==> src/rtl/ground_seg_if.sv <==
// Point stream bus between a raster point source and ground_seg, carrying
// the input beat, the classified output beat and their valid/ready pairs.
interface ground_seg_if #(
  parameter int W     = 16,
  parameter int COL_W = 5
);
  logic                    in_valid;
  logic                    in_ready;
  logic [7:0]              in_row;
  logic [COL_W-1:0]        in_col;
  logic signed [W-1:0]     in_x;
  logic signed [W-1:0]     in_y;
  logic signed [W-1:0]     in_z;

  logic                    out_valid;
  logic                    out_ready;
  logic [7:0]              out_row;
  logic [COL_W-1:0]        out_col;
  logic signed [W-1:0]     out_x;
  logic signed [W-1:0]     out_y;
  logic signed [W-1:0]     out_z;
  logic                    out_is_ground;

  modport master (
    output in_valid, in_row, in_col, in_x, in_y, in_z, out_ready,
    input  in_ready, out_valid, out_row, out_col, out_x, out_y, out_z, out_is_ground
  );

  modport slave (
    input  in_valid, in_row, in_col, in_x, in_y, in_z, out_ready,
    output in_ready, out_valid, out_row, out_col, out_x, out_y, out_z, out_is_ground
  );
endinterface

==> src/rtl/ground_seg.sv <==
// Raster-order ground classifier: height test plus per-column continuity vs the row above.
// One output register stage (1-cycle latency); in_ready = !out_valid || out_ready, stalls hold output.
module ground_seg #(
  parameter int          W         = 16,
  parameter int          COLS      = 30,
  parameter int          COL_W     = 5,
  parameter int signed   Z_GND_MAX = 5,
  parameter int unsigned DZ_MAX    = 2,
  parameter int signed   Z_FLOOR   = 2
) (
  input logic         clk,
  input logic         rst,
  ground_seg_if.slave bus
);

  localparam logic signed [W-1:0] Z_GND_LIM = W'(Z_GND_MAX);
  localparam logic signed [W-1:0] Z_FLR_LIM = W'(Z_FLOOR);
  localparam logic [W:0]          DZ_LIM    = (W+1)'(DZ_MAX);

  logic [COLS-1:0]     ref_valid;
  logic [COLS-1:0]     ref_gnd;
  logic signed [W-1:0] ref_z [COLS];

  logic                out_valid_q;
  logic [7:0]          out_row_q;
  logic [COL_W-1:0]    out_col_q;
  logic signed [W-1:0] out_x_q;
  logic signed [W-1:0] out_y_q;
  logic signed [W-1:0] out_z_q;
  logic                out_gnd_q;

  logic                acc;
  logic                is_empty;
  logic                col_ok;
  logic                has_ref;
  logic                sel_valid;
  logic                sel_gnd;
  logic signed [W-1:0] sel_z;
  logic signed [W:0]   dz;
  logic [W:0]          dz_abs;
  logic                ground;
  logic                mem_wr;

  assign bus.in_ready = !out_valid_q || bus.out_ready;
  assign acc          = bus.in_valid && bus.in_ready;

  // Column lookup by compare rather than indexing, so out-of-range columns read nothing.
  always_comb begin
    sel_valid = 1'b0;
    sel_gnd   = 1'b0;
    sel_z     = '0;
    for (int i = 0; i < COLS; i++) begin
      if (bus.in_col == COL_W'(i)) begin
        sel_valid = ref_valid[i];
        sel_gnd   = ref_gnd[i];
        sel_z     = ref_z[i];
      end
    end
  end

  assign col_ok   = int'(bus.in_col) < COLS;
  assign is_empty = (bus.in_x == '0) && (bus.in_y == '0) && (bus.in_z == '0);
  assign has_ref  = sel_valid && (bus.in_row != 8'd0);

  // One extra bit keeps both the difference and its magnitude free of overflow.
  assign dz     = {bus.in_z[W-1], bus.in_z} - {sel_z[W-1], sel_z};
  assign dz_abs = dz[W] ? (~dz + (W+1)'(1)) : dz;

  always_comb begin
    ground = 1'b0;
    mem_wr = 1'b0;
    if (is_empty) begin
      ground = 1'b1;
    end else if (!col_ok) begin
      ground = 1'b1;
    end else if (!has_ref) begin
      ground = bus.in_z <= Z_GND_LIM;
      mem_wr = 1'b1;
    end else if (sel_gnd) begin
      ground = (bus.in_z <= Z_GND_LIM) && (dz_abs <= DZ_LIM);
      mem_wr = 1'b1;
    end else begin
      ground = bus.in_z <= Z_FLR_LIM;
      mem_wr = 1'b1;
    end
  end

  always_ff @(posedge clk) begin
    if (rst) begin
      out_valid_q <= 1'b0;
      out_row_q   <= '0;
      out_col_q   <= '0;
      out_x_q     <= '0;
      out_y_q     <= '0;
      out_z_q     <= '0;
      out_gnd_q   <= 1'b0;
      ref_valid   <= '0;
    end else begin
      if (acc) begin
        out_valid_q <= 1'b1;
        out_row_q   <= bus.in_row;
        out_col_q   <= bus.in_col;
        out_x_q     <= bus.in_x;
        out_y_q     <= bus.in_y;
        out_z_q     <= bus.in_z;
        out_gnd_q   <= ground;
      end else if (bus.out_ready) begin
        out_valid_q <= 1'b0;
      end
      for (int i = 0; i < COLS; i++) begin
        if (acc && mem_wr && (bus.in_col == COL_W'(i))) begin
          ref_valid[i] <= 1'b1;
        end
      end
    end
  end

  // Reference payload needs no reset: it is only read when ref_valid is set.
  always_ff @(posedge clk) begin
    for (int i = 0; i < COLS; i++) begin
      if (!rst && acc && mem_wr && (bus.in_col == COL_W'(i))) begin
        ref_z[i]   <= bus.in_z;
        ref_gnd[i] <= ground;
      end
    end
  end

  assign bus.out_valid     = out_valid_q;
  assign bus.out_row       = out_row_q;
  assign bus.out_col       = out_col_q;
  assign bus.out_x         = out_x_q;
  assign bus.out_y         = out_y_q;
  assign bus.out_z         = out_z_q;
  assign bus.out_is_ground = out_gnd_q;

endmodule

==> src/flat_wrapper.sv <==
// flat-port wrapper written by rule: the top's interface ports become plain ports
module ground_seg_flat 
#(
  parameter int          W         = 16,
  parameter int          COLS      = 30,
  parameter int          COL_W     = 5,
  parameter int signed   Z_GND_MAX = 5,
  parameter int unsigned DZ_MAX    = 2,
  parameter int signed   Z_FLOOR   = 2
)
  (clk, rst, bus_in_valid, bus_in_row, bus_in_col, bus_in_x, bus_in_y, bus_in_z, bus_out_ready, bus_in_ready, bus_out_valid, bus_out_row, bus_out_col, bus_out_x, bus_out_y, bus_out_z, bus_out_is_ground);
  ground_seg_if #(.W(W), .COL_W(COL_W)) bus_i ();
  input logic clk;
  input logic rst;
  input wire logic [$bits(bus_i.in_valid)-1:0] bus_in_valid;
  input wire logic [$bits(bus_i.in_row)-1:0] bus_in_row;
  input wire logic [$bits(bus_i.in_col)-1:0] bus_in_col;
  input wire logic [$bits(bus_i.in_x)-1:0] bus_in_x;
  input wire logic [$bits(bus_i.in_y)-1:0] bus_in_y;
  input wire logic [$bits(bus_i.in_z)-1:0] bus_in_z;
  input wire logic [$bits(bus_i.out_ready)-1:0] bus_out_ready;
  output wire logic [$bits(bus_i.in_ready)-1:0] bus_in_ready;
  output wire logic [$bits(bus_i.out_valid)-1:0] bus_out_valid;
  output wire logic [$bits(bus_i.out_row)-1:0] bus_out_row;
  output wire logic [$bits(bus_i.out_col)-1:0] bus_out_col;
  output wire logic [$bits(bus_i.out_x)-1:0] bus_out_x;
  output wire logic [$bits(bus_i.out_y)-1:0] bus_out_y;
  output wire logic [$bits(bus_i.out_z)-1:0] bus_out_z;
  output wire logic [$bits(bus_i.out_is_ground)-1:0] bus_out_is_ground;
  assign bus_i.in_valid = bus_in_valid;
  assign bus_i.in_row = bus_in_row;
  assign bus_i.in_col = bus_in_col;
  assign bus_i.in_x = bus_in_x;
  assign bus_i.in_y = bus_in_y;
  assign bus_i.in_z = bus_in_z;
  assign bus_i.out_ready = bus_out_ready;
  assign bus_in_ready = bus_i.in_ready;
  assign bus_out_valid = bus_i.out_valid;
  assign bus_out_row = bus_i.out_row;
  assign bus_out_col = bus_i.out_col;
  assign bus_out_x = bus_i.out_x;
  assign bus_out_y = bus_i.out_y;
  assign bus_out_z = bus_i.out_z;
  assign bus_out_is_ground = bus_i.out_is_ground;
  ground_seg #(.W(W), .COLS(COLS), .COL_W(COL_W), .Z_GND_MAX(Z_GND_MAX), .DZ_MAX(DZ_MAX), .Z_FLOOR(Z_FLOOR)) u_core (.clk(clk), .rst(rst), .bus(bus_i));
endmodule
==> config.mk <==
export PLATFORM = sky130hd
export DESIGN_NAME = ground_seg_flat
export DESIGN_NICKNAME = d
export VERILOG_FILES = /design/src/rtl/ground_seg_if.sv /design/src/rtl/ground_seg.sv /design/src/flat_wrapper.sv
export SDC_FILE = /design/constraint.sdc
export NUM_CORES = 1
export LEC_CHECK = 0
export ABC_AREA = 1
export CAP_MARGIN = 20
export CORE_AREA = 2 2 226 316
export DETAILED_ROUTE_END_ITERATION = 6
export DIE_AREA = 0 0 228 318
export SLEW_MARGIN = 5
export SYNTH_ARGS = -nofsm -noshare
export SYNTH_HDL_FRONTEND = slang
export SYNTH_SLANG_ARGS = --single-unit
export TNS_END_PERCENT = 10
==> constraint.sdc <==
create_clock -name clk -period 5.1 [get_ports clk]
set_input_delay 0.51 -clock clk [delete_from_list [all_inputs] [get_ports clk]]
set_output_delay 0.51 -clock clk [all_outputs]
set_load 0.01 [all_outputs]
==> out/qor.txt, run 1 <==
GRT
------------------------------------------------------------------------------------------------------
Number of antenna violations at the first check in global routing                                    2
Wire length of the first global-routing pass                                                    106 mm
Met3 layer usage reported by global route                                                        2.06%
Maximum number of pins on one net before global-route repair                                        72
Most heavily used metal layer in global routing                                                   met2
Total congestion overflow after global routing                                                       0
Global routing met2 resource utilization                                                         36.0%
Met1 usage in global routing                                                                     21.7%
Vias in the first global route                                                                   17.2k
Gr usage total                                                                                   19.2%

STA
------------------------------------------------------------------------------------------------------
Final worst slack                                                                            -0.764 ns
Final hold viol count                                                                                0
Sum of negative setup slack                                                                  -23.26 ns
Final setup violation count                                                                         31
Slew at the pin closest to its max-slew limit                                                 0.812 ns
Peak Freq                                                                                      171 MHz
Max Transition Viols Final                                                                           0
Relative slew slack                                                                              45.6%
Unrepaired setup endpoints after global routing                                                    yes
Post-route clock skew                                                                        0.0198 ns
Fin crit period                                                                                5.86 ns
Tcrit/Tclk final                                                                                  115%

PLACE
------------------------------------------------------------------------------------------------------
Number of port buffers                                                                             128
Half-perimeter wire length after placement                                                     48.9 mm
Gpl congestion                                                                                   0.919
Worst setup slack before clock tree synthesis                                                 -2.08 ns

CRITICAL PATH
------------------------------------------------------------------------------------------------------
R2R cell count                                                                                      36
Peak per-stage delay on the critical path                                                      0.41 ns
Required time of the critical path                                                             5.45 ns
R2r setup slk                                                                                 -0.76 ns
Capturing element type of the critical path                                                  flip-flop
Largest fanout on the critical path                                                                  6
Critical register-to-register path endpoint                                               u_core.ref_gnd[25]$_DFFE_PP_
Launching point of the worst reg2reg path                                                 u_core.ref_z[0][7]$_DFFE_PP_
Critical path data arrival time                                                                6.22 ns
Element type at the critical path start                                                      flip-flop
Cell with the largest stage delay on the worst path                                       sky130_fd_sc_hd__edfxtp_1
Type of the setup path with the least slack                                               flip-flop to flip-flop
Cell mode on critical path                                                                sky130_fd_sc_hd__nand4_1

HOLD PATH
------------------------------------------------------------------------------------------------------
Hold Crit Start                                                                            bus_in_z[3]
Endpoint of the worst hold path                                                           u_core.ref_z[29][3]$_DFFE_PP_
Kind of path behind the tightest hold check                                               primary input to flip-flop
Hold Path Stages                                                                                     1

SYNTHESIS
------------------------------------------------------------------------------------------------------
Net count after synthesis                                                                         2182
Netlist area before placement                                                             0.0242 sq mm
Fraction of the yosys area taken by sequential cells                                             71.0%
Number of warnings reported in the yosys synthesis log                                               0
Instance count of the mapped netlist                                                              2100
Netlist cell types                                                                                  51
Flip-flop and latch count after synthesis                                                          603
Synth Area per Inst                                                                         11.5 sq um

POWER
------------------------------------------------------------------------------------------------------
Pwr dens                                                                                   349 mW/mm^2
Leakage power summed over all cells                                                            11.1 nW
Peak supply drop                                                                            0.000224 V

FLOORPLAN
------------------------------------------------------------------------------------------------------
Die area                                                                                  0.0725 sq mm
I/O pin count                                                                                      129
Die height                                                                                      318 um
Core area                                                                                 0.0699 sq mm
Count of standard-cell rows                                                                        115
Initial core utilization                                                                         34.6%
Die X-Extent                                                                                    228 um

CLOCKING
------------------------------------------------------------------------------------------------------
CTS Sinks                                                                                          603
Number of H-tree branching levels                                                                    2
Clock Tree Buf Depth                                                                                 3
Cts bufs inserted                                                                                   52
Clock tree from TritonCTS                                                                         done
Hold-fix buffers, CTS                                                                                0
Master cell of the clock root buffer                                                      sky130_fd_sc_hd__clkbuf_16
Latest clock arrival within the worst-skew pair                                                0.61 ns
Clock transition at the register clock pins on the worst setup and hold paths after CTS        0.07 ns

ROUTE
------------------------------------------------------------------------------------------------------
Total via count in the routed design                                                             17.2k
DRT antenna net count                                                                                0
Residual DRC                                                                                         0
Number of DRC violations after detailed-routing iteration 0                                       1179
Average wire per cell in the routed design                                                     20.2 um
Pre-antenna DRT Iters                                                                                5
Detailed Route WL                                                                              70.4 mm
Via density                                                                                       4.92

FINISH
------------------------------------------------------------------------------------------------------
Fraction of final layout cells sized beyond drive strength 1                                     20.0%
Utilization after layout                                                                         44.3%
Layout filler cell count                                                                          6419
Area taken by multi-input logic gates                                                     0.00645 sq mm
Antenna diode count                                                                                  0
Net count reported at finish                                                                      2590
Register area                                                                             0.0172 sq mm
Synthesis-to-layout area growth                                                                  28.0%

OUTCOME
------------------------------------------------------------------------------------------------------
Failing checks                                                                            negative setup slack
Run status                                                                                finished with violations

RUN
------------------------------------------------------------------------------------------------------
Max-cap violation count                                                                              0

==> cell type report <==
| cell class | count | share of cell area [%] |
|---|---|---|
| Tap cell | 936 | 3.78 |
| Clock buffer | 66 | 4.44 |
| Sequential cell | 603 | 55.5 |
| Timing Repair Buffer | 425 | 12.4 |
| Clock inverter | 30 | 0.905 |
| Inverter | 171 | 2.12 |
| Multi-Input combinational cell | 1255 | 20.8 |
==> critical path: cells and delay by family, from the launching register on <==
kind | cells | cell delay, ns
flip-flops | 1 | 0.41
buffers and inverters | 1 | 0.28
adder cells (fa/ha/maj) | 1 | 0.31
XOR/XNOR | 2 | 0.36
AND/OR/NAND/NOR | 25 | 3.19
AO/OA/AOI/OAI | 7 | 1.06
==> stage by stage <==
| step | hold slack [ns] | std cells | cell area [sq um] | total power, mW |
|---|---|---|---|---|
| after floorplan | 0.449 | 2100 | 24200 | 6.13 |
| after global placement | 0.451 | 3365 | 28600 | 6.82 |
| after detailed placement | 0.454 | 3365 | 28600 | 6.83 |
| after CTS | 0.259 | 3480 | 30800 | 10.8 |
| after global routing | 0.255 | 3486 | 31000 | 11.2 |
| final | 0.273 | 3486 | 31000 | 10.8 |
==> worst max path at each step <==
stage | from | end | slack, ns | depth (start not counted)
global placement | bus_in_col[3] | u_core.ref_gnd[12]$_DFFE_PP_ | -2.14 | 36
floorplan | bus_in_col[4] | u_core.ref_gnd[0]$_DFFE_PP_ | 0.03 | 41
CTS | u_core.ref_z[0][5]$_DFFE_PP_ | u_core.ref_gnd[25]$_DFFE_PP_ | -0.80 | 35
global route | bus_in_col[4] | u_core.ref_gnd[28]$_DFFE_PP_ | -1.06 | 42
finish | u_core.ref_z[0][7]$_DFFE_PP_ | u_core.ref_gnd[25]$_DFFE_PP_ | -0.76 | 36
detailed placement | bus_in_col[3] | u_core.ref_gnd[11]$_DFFE_PP_ | -2.08 | 36
==> cells in the final DEF (no fill, tap or decap), types with 5 or more instances in the layout <==
master                            instances
sky130_fd_sc_hd__a211oi_1                 8
sky130_fd_sc_hd__a21oi_1                112
sky130_fd_sc_hd__a21oi_2                  7
sky130_fd_sc_hd__buf_12                  22
sky130_fd_sc_hd__buf_2                    7
sky130_fd_sc_hd__buf_4                  261
sky130_fd_sc_hd__buf_6                   12
sky130_fd_sc_hd__clkbuf_1                12
sky130_fd_sc_hd__clkbuf_16               52
sky130_fd_sc_hd__clkdlybuf4s50_1        120
sky130_fd_sc_hd__clkinv_1                14
sky130_fd_sc_hd__clkinv_2                 5
sky130_fd_sc_hd__dfxtp_1                 93
sky130_fd_sc_hd__edfxtp_1               510
sky130_fd_sc_hd__ha_1                    14
sky130_fd_sc_hd__inv_1                  155
sky130_fd_sc_hd__inv_2                    9
sky130_fd_sc_hd__inv_4                    6
sky130_fd_sc_hd__mux2i_1                  5
sky130_fd_sc_hd__nand2_1                525
sky130_fd_sc_hd__nand2_2                  7
sky130_fd_sc_hd__nand3_1                 43
sky130_fd_sc_hd__nand3_2                  8
sky130_fd_sc_hd__nand4_1                119
sky130_fd_sc_hd__nor2_1                 190
sky130_fd_sc_hd__nor2_2                  30
sky130_fd_sc_hd__nor2_4                   5
sky130_fd_sc_hd__nor3_1                   8
sky130_fd_sc_hd__nor3_2                   5
sky130_fd_sc_hd__nor4_1                  10
sky130_fd_sc_hd__o21ai_0                 17
sky130_fd_sc_hd__o21ai_1                 16
sky130_fd_sc_hd__o21ai_2                  7
sky130_fd_sc_hd__o22ai_1                 33
sky130_fd_sc_hd__or2_2                   14
sky130_fd_sc_hd__xnor2_1                  5
sky130_fd_sc_hd__xnor2_2                  5
sky130_fd_sc_hd__xor2_1                  15
==> state kept, by name, indices dropped and copies added (netlist names) <==
name and cells:
u_core.bus.out_z 16, u_core.ref_valid 30, u_core.ref_gnd 30, u_core.bus.out_y 16
u_core.bus.out_x 16, u_core.bus.out_row 8, u_core.bus.out_is_ground 1, u_core.bus.out_valid 1
u_core.ref_z 480, u_core.bus.out_col 5
==> routing by layer <==
metal / part of all wire [%] / vias up
li1: - / 8128
met1: 38 / 8340
met2: 53 / 544
met3: 4.6 / 152
met4: 4.5 / 0
met5: 0 / -
==> power breakdown <==
| part | internal, mW | total, mW | switching, mW |
|---|---|---|---|
| logic | 0.657 | 1.50 | 0.840 |
| clock network | 2.12 | 3.90 | 1.78 |
| registers | 5.39 | 5.41 | 0.0201 |
==> synth_stat cells, drive strengths merged <==
cell type / number / share of area [%]
a21boi: 5 / 0.19
dfxtp: 93 / 7.7
o22ai: 35 / 0.91
a31oi: 1 / 0.026
nor2: 226 / 3.7
a211oi: 8 / 0.25
fa: 1 / 0.083
mux2i: 7 / 0.29
a41oi: 1 / 0.036
nor4: 12 / 0.31
o41ai: 1 / 0.036
nand3: 53 / 1.2
a41o: 1 / 0.041
clkbuf: 58 / 0.90
clkinv: 1 / 0.016
or4: 1 / 0.031
o21ai: 41 / 0.88
ha: 16 / 0.83
or2: 17 / 0.44
a221oi: 2 / 0.072
xor2: 17 / 0.62
a21o: 1 / 0.031
o21bai: 1 / 0.047
nand2: 535 / 8.3
buf: 13 / 0.35
o2111ai: 6 / 0.22
and3: 1 / 0.026
nor3b: 3 / 0.093
edfxtp: 510 / 63
a21oi: 119 / 2.5
xnor2: 11 / 0.46
nand4: 119 / 3.1
inv: 170 / 2.6
nor3: 14 / 0.33
==> repair_timing <==
item,CTS,global route
pin swaps,56,77
cloned,2,0
endpoints found under the setup margin,31,31
gates resized for setup,87,50
buffers inserted,17,6
==> kinds of logic after synthesis <==
kind of cell	share of synthesized area, %
compound gates	5.19
fa+ha+maj	0.911
xor+xnor	1.08
flops	71.0
buf+inv	3.90
mux	0.290
simple gates	17.6
Note: power is estimated with default switching activity, not from simulation.
==> run 2: changes to the inputs <==
--- a/config.mk
+++ b/config.mk
@@ -10,6 +10,7 @@
 export CORE_AREA = 2 2 226 316
 export DETAILED_ROUTE_END_ITERATION = 6
 export DIE_AREA = 0 0 228 318
+export HOLD_SLACK_MARGIN = 0.1
 export SLEW_MARGIN = 5
 export SYNTH_ARGS = -nofsm -noshare
 export SYNTH_HDL_FRONTEND = slang
==> results of run 2 <==
No change in the layout: final DEF, timing and power equal those of run 1.
==> run 3: changes to the inputs <==
--- a/config.mk
+++ b/config.mk
@@ -11,6 +11,7 @@
 export DETAILED_ROUTE_END_ITERATION = 6
 export DIE_AREA = 0 0 228 318
 export HOLD_SLACK_MARGIN = 0.1
+export REMOVE_ABC_BUFFERS = 1
 export SLEW_MARGIN = 5
 export SYNTH_ARGS = -nofsm -noshare
 export SYNTH_HDL_FRONTEND = slang
==> run 3 against run 2 <==
Critical endpoint is now u_core.ref_gnd[1]$_DFFE_PP_. Clock skew grew 0.0050 ns. Worst setup slack worse by 0.073 ns. Global-route usage grew 0.39 points. Via count grew 1.9%. Worst hold slack improved by 0.12 ns. The flow still finishes with violations (negative setup slack). Largest power group unchanged. Final cell count is 0.98% higher. Power increased by 6.7%. Register-to-register slack hardly changed. Routed wire length grew 2.8%. First-iteration DRC count rose by 16%.
==> out/qor.txt, run 3 (synthesized netlist as in run 1, its figures left out) <==
FINISH
------------------------------------------------------------------------------------------------------
Antenna diode count                                                                                  0
Fraction of final layout cells sized beyond drive strength 1                                     24.2%
Largest registers                                                                         u_core.ref_z x480, u_core.ref_gnd x30, u_core.ref_valid x30
Net count reported at finish                                                                      2620
Most frequent cells in the layout                                                         sky130_fd_sc_hd__nand2_1, sky130_fd_sc_hd__edfxtp_1, sky130_fd_sc_hd__buf_4, sky130_fd_sc_hd__nor2_1, sky130_fd_sc_hd__inv_1
Final cell count without fillers                                                                  3520
Synthesis-to-layout area growth                                                                  32.0%
Utilization after layout                                                                         45.7%
Top reg by flops                                                                          u_core.ref_z
Flip-flop count of the largest register after layout                                               480
Most common library cell in the layout ignoring fill and taps                             sky130_fd_sc_hd__nand2_1
Layout filler cell count                                                                          6354

GRT
------------------------------------------------------------------------------------------------------
Gr usage total                                                                                   19.6%
Total congestion overflow after global routing                                                       0
Number of antenna violations at the first check in global routing                                    1
Vias in the first global route                                                                   17.7k
Maximum number of pins on one net before global-route repair                                        72
Wire length of the first global-routing pass                                                    108 mm

CRITICAL PATH
------------------------------------------------------------------------------------------------------
Largest fanout on the critical path                                                                  8
Cell with the largest stage delay on the worst path                                       sky130_fd_sc_hd__mux2i_1
Peak per-stage delay on the critical path                                                      0.26 ns
Launching point of the worst reg2reg path                                                 u_core.ref_z[0][13]$_DFFE_PP_
Element type at the critical path start                                                   primary input
Capturing element type of the critical path                                                  flip-flop
Required time of the critical path                                                             5.59 ns
CP Launch Point                                                                           bus_in_col[2]
Cell mode on critical path                                                                sky130_fd_sc_hd__nand4_1
Critical path data arrival time                                                                6.42 ns
Type of the setup path with the least slack                                               primary input to flip-flop

FLOORPLAN
------------------------------------------------------------------------------------------------------
Core area                                                                                 0.0699 sq mm
Die X-Extent                                                                                    228 um
Initial core utilization                                                                         34.6%
Count of standard-cell rows                                                                        115
Die area                                                                                  0.0725 sq mm
Die height                                                                                      318 um
I/O pin count                                                                                      129

STA
------------------------------------------------------------------------------------------------------
Relative slew slack                                                                              31.3%
Worst Hold Slack                                                                              0.388 ns
Peak Freq                                                                                      168 MHz
Final setup violation count                                                                         31
Unrepaired setup endpoints after global routing                                                    yes
Slew at the pin closest to its max-slew limit                                                  1.03 ns
Sum of negative setup slack                                                                  -25.18 ns
Final hold viol count                                                                                0
Final worst slack                                                                            -0.837 ns
Post-route clock skew                                                                        0.0248 ns
Tcrit/Tclk final                                                                                  116%
Fin crit period                                                                                5.94 ns
Max Transition Viols Final                                                                           0

PLACE
------------------------------------------------------------------------------------------------------
Half-perimeter wire length after placement                                                     48.6 mm
Number of placed instances with taps included                                                     3380
Number of port buffers                                                                             128
Gpl congestion                                                                                   0.880

CLOCKING
------------------------------------------------------------------------------------------------------
Cts bufs inserted                                                                                   55
Master cell of the clock root buffer                                                      sky130_fd_sc_hd__clkbuf_16
Clock tree from TritonCTS                                                                         done
Number of H-tree branching levels                                                                    2
Clock transition at the register clock pins on the worst setup and hold paths after CTS        0.07 ns
Clock Tree Buf Depth                                                                                 3
Latest clock arrival within the worst-skew pair                                                0.63 ns
CTS Sinks                                                                                          603

OUTCOME
------------------------------------------------------------------------------------------------------
Run status                                                                                finished with violations
Failing checks                                                                            negative setup slack

ROUTE
------------------------------------------------------------------------------------------------------
Average wire per cell in the routed design                                                     20.6 um
Pre-antenna DRT Iters                                                                                6
Detailed Route WL                                                                              72.3 mm
Residual DRC                                                                                         0
DRT antenna net count                                                                                0
Total via count in the routed design                                                             17.5k
Via density                                                                                       4.97
Number of DRC violations after detailed-routing iteration 0                                       1371

POWER
------------------------------------------------------------------------------------------------------
Pwr dens                                                                                   361 mW/mm^2
Peak supply drop                                                                            0.000243 V
Net Switching                                                                                  2.76 mW
Switching power as a share of total power                                                        24.0%
Clock power share                                                                                39.1%
Leakage power summed over all cells                                                            11.6 nW
Sequential Power Share                                                                           46.9%
Cell-internal power                                                                            8.77 mW
Overall power of the completed layout                                                          11.5 mW
Part of the power in combinational logic                                                         14.0%

RUN
------------------------------------------------------------------------------------------------------
Max-cap violation count                                                                              0

HOLD PATH
------------------------------------------------------------------------------------------------------
Kind of path behind the tightest hold check                                               primary input to flip-flop
Hold Crit Start                                                                                    rst

[run 3: cell types whose count changed in the layout (fill, tap and decap cells not counted), sizes merged]
cell / before / now
buf: 304 / 328
bufbuf: 1 / 0
bufinv: 4 / 12
clkdlybuf4s50: 120 / 121
clkinvlp: 2 / 8
inv: 174 / 169
nor2: 226 / 227
[run 3: worst max-delay path, delay by kind of cell]
family          cells  cell delay [ns]
simple gates       23             3.27
compound gates      7             0.83
fa+ha+maj           1             0.23
xor+xnor            1             0.14
buf+inv             9             1.15
mux                 1             0.26
[run 3: per-layer routing]
| layer | GRT usage (%) | up-vias | share of wire (%) |
|---|---|---|---|
| li1 | - | 8197 | - |
| met1 | 22.1 | 8589 | 38 |
| met2 | 36.1 | 542 | 53 |
| met3 | 2.95 | 164 | 5.0 |
| met4 | 8.77 | 0 | 4.4 |
| met5 | 0 | - | 0 |
[run 3: final timing paths]
kind                                                          end  slack (ns)  cells after the start
worst max-delay path                  u_core.ref_gnd[1]$_DFFE_PP_       -0.84                     42
worst min-delay path            u_core.bus.out_y[14]$_SDFFE_PP0P_        0.39                      2
worst min register to register  u_core.bus.out_z[10]$_SDFFE_PP0P_        0.46                      2
worst max register to register        u_core.ref_gnd[1]$_DFFE_PP_       -0.75                     38
[run 3: cell type report]
type,count,area (sq um),area share (%)
clock buffer,64,1460,4.58
clock inverter,39,508,1.59
inverter,171,662,2.07
multi-input combinational,1256,6870,21.5
sequential,603,17200,53.8
tap,936,1170,3.67
timing repair buffer,451,4070,12.7
[run 3: timing repair]
item                                    4_1_cts  5_1_grt
setup buffers                                22       14
endpoints found under the setup margin       31       31
pin swaps                                    60      148
resized for setup                           133      140
gates cloned                                  3        1
hold buffers                                  0        0
[run 3: power groups by stage]
stage / sequential [mW] / clock (mW) / combinational [mW]
2_1_floorplan: 5.53 / 0 / 0.576
3_3_place_gp: 5.51 / 0 / 1.33
3_5_place_dp: 5.52 / 0 / 1.34
4_1_cts: 5.41 / 4.57 / 1.47
5_1_grt: 5.41 / 4.75 / 1.74
6_report: 5.41 / 4.51 / 1.62
[run 3: stage by stage]
step / setup WS [ns] / area (sq um)
after floorplan: -0.493 / 23900
after global placement: -2.37 / 28700
after detailed placement: -2.27 / 28700
after CTS: -0.884 / 31200
after global routing: -1.11 / 31900
final: -0.837 / 31900
==> edit (settings of run 3) <==
`W` is set to 16 in 3 places; all go to 24.
--- a/src/rtl/ground_seg_if.sv
+++ b/src/rtl/ground_seg_if.sv
@@ -2,5 +2,5 @@
 // the input beat, the classified output beat and their valid/ready pairs.
 interface ground_seg_if #(
-  parameter int W     = 16,
+  parameter int W     = 24,
   parameter int COL_W = 5
 );
--- a/src/rtl/ground_seg.sv
+++ b/src/rtl/ground_seg.sv
@@ -2,5 +2,5 @@
 // One output register stage (1-cycle latency); in_ready = !out_valid || out_ready, stalls hold output.
 module ground_seg #(
-  parameter int          W         = 16,
+  parameter int          W         = 24,
   parameter int          COLS      = 30,
   parameter int          COL_W     = 5,
--- a/src/flat_wrapper.sv
+++ b/src/flat_wrapper.sv
@@ -2,5 +2,5 @@
 module ground_seg_flat 
 #(
-  parameter int          W         = 16,
+  parameter int          W         = 24,
   parameter int          COLS      = 30,
   parameter int          COL_W     = 5,
Ports: changed (6 resized); port bits go from 129 to 177. The function was not compared with the original's and may differ.
==> edit against run 3 <==
The flow still finishes with violations (setup timing); setup slack worse by 0.54 ns; utilization is 20 points higher; synthesized cell count is 52% higher; wire length is 55% higher; die area stayed put; total power is 44% higher; sequential cell count is 264 higher; maximum frequency is 8.3% lower; via count is 52% higher; cell area is 43% higher; area after synthesis is 47% higher; count of clock-buffer cells in the layout is 42 higher.
==> edit: results (changes against run 3) <==
.. list-table::
   :header-rows: 1

   * - Metric
     - Value
   * - Run status
     - finished with violations
   * - Failing checks
     - setup timing
   * - Worst hold endpoint
     - u_core.ref_z[29][5]$_DFFE_PP_
   * - Number of flops mapped to enable cells by yosys
     - 750 (+47%)
   * - Transition time of the tightest slew-check pin
     - 0.952 ns (-0.0754 ns)
   * - Regs by FF count
     - u_core.ref_z x720, u_core.ref_gnd x30, u_core.ref_valid x30
   * - Crit Reg-Reg Startpoint
     - u_core.ref_z[2][14]$_DFFE_PP_
   * - Area after detailed placement
     - 41,700 sq um (+46%)
   * - Detailed router's first-iteration violation count
     - 2,399 (+75%)
   * - Post-route worst setup slack
     - -1.37 ns (-0.536 ns)
   * - Total of endpoints with negative setup slack in the final report
     - 31 (unchanged)
   * - Fin nets
     - 3,922 (+50%)
   * - Worst hold slack after final layout
     - 0.242 ns (-0.146 ns)
   * - Total leakage power
     - 16.8 nW (+45%)
   * - Post-synthesis instance total
     - 3,182 (+52%)
   * - Largest voltage drop on the vdd net
     - 0.000316 V (+30%)
   * - TritonCTS Buffers
     - 82 (+49%)
   * - Global-route wire length before repair
     - 162,000 um (+50%)
   * - Post-synth top cells
     - sky130_fd_sc_hd__nand2_1 (889), sky130_fd_sc_hd__edfxtp_1 (750), sky130_fd_sc_hd__nor2_1 (347), sky130_fd_sc_hd__inv_1 (228), sky130_fd_sc_hd__nand4_1 (193)
   * - GR met3 Demand/Resource
     - 0.0425 (+0.0130)
   * - Fraction of layout cells with a size suffix above 1
     - 0.236 (-0.00615)
   * - Worst hold path cell count
     - 1 (-1)
   * - Critical-path top delay cell
     - sky130_fd_sc_hd__nand4_1
   * - Gr usage total
     - 0.302 (+0.106)
   * - Number of placed instances with taps included
     - 4,617 (+37%)
   * - Top cells by area in the synthesized netlist
     - sky130_fd_sc_hd__edfxtp_1 (63%), sky130_fd_sc_hd__nand2_1 (9.4%), sky130_fd_sc_hd__dfxtp_1 (6.6%)
   * - Global Route met1 Usage
     - 0.355 (+0.134)
   * - Reg2Reg Capture Point
     - u_core.ref_gnd[3]$_DFFE_PP_
   * - Final setup skew
     - 0.0304 ns (+0.00560 ns)
   * - Via count of the first global-routing pass
     - 25,807 (+46%)
## edit: cell count changes in the layout (fill, tap and decap cells not counted), moves of 59 or more
cell                       before  now
sky130_fd_sc_hd__nor2_2        31   90
sky130_fd_sc_hd__inv_1        155  214
sky130_fd_sc_hd__buf_4        280  427
sky130_fd_sc_hd__nor2_1       180  246
sky130_fd_sc_hd__nand4_1      119  193
sky130_fd_sc_hd__nand2_1      514  857
sky130_fd_sc_hd__edfxtp_1     510  750
## edit: cells by family (layout without fill, tap and decap cells)
| group | Yosys count | after routing | share of synthesized area |
|---|---|---|---|
| AO/OA/AOI/OAI | 306 | 306 | 0.0484 |
| XOR/XNOR | 29 | 29 | 0.00843 |
| adder cells (fa/ha/maj) | 25 | 25 | 0.00903 |
| buffers and inverters | 352 | 1041 | 0.0380 |
| flip-flops | 867 | 867 | 0.701 |
| multiplexers | 19 | 19 | 0.00536 |
| other | 0 | 2 | 0 |
| AND/OR/NAND/NOR | 1584 | 1584 | 0.190 |
## edit: power breakdown
group,switching (mW),internal [mW]
sequential,0.0275,7.77
combinational,1.71,1.27
clock,2.57,3.28
## edit: metal layers
metal  wire (um)  up-vias
li1            -    12302
met2       59200     1029
met3        6940      242
met5          27        -
met4        5330        4
met1       40900    12974
## edit: worst max-delay path by stage
stage	start	end	slack, ns	depth (start not counted)
4_1_cts	bus_in_col[1]	u_core.ref_gnd[2]$_DFFE_PP_	-1.61	50
2_1_floorplan	bus_out_ready	u_core.ref_gnd[0]$_DFFE_PP_	-1.51	6
5_1_grt	bus_in_col[0]	u_core.ref_gnd[3]$_DFFE_PP_	-1.70	49
6_report	bus_in_col[2]	u_core.ref_gnd[3]$_DFFE_PP_	-1.37	48
3_3_place_gp	bus_in_col[2]	u_core.ref_gnd[0]$_DFFE_PP_	-3.09	49
3_5_place_dp	bus_in_col[2]	u_core.ref_gnd[4]$_DFFE_PP_	-3.05	49
## edit: area by class of cell
cell class | count | area share
Antenna cell | 2 | 0.000110
Clock buffer | 106 | 0.0480
Clock inverter | 41 | 0.00742
Inverter | 241 | 0.0202
Multi-Input combinational cell | 1963 | 0.227
Sequential cell | 867 | 0.544
Tap cell | 936 | 0.0256
Timing Repair Buffer | 653 | 0.128
## edit: repair_timing
item                       CTS  global route
pin swaps                   47           135
hold buffers                 0             0
gates resized for setup    105           210
buffers inserted            10            27
setup endpoints to repair   31            31
gates cloned                 1             5
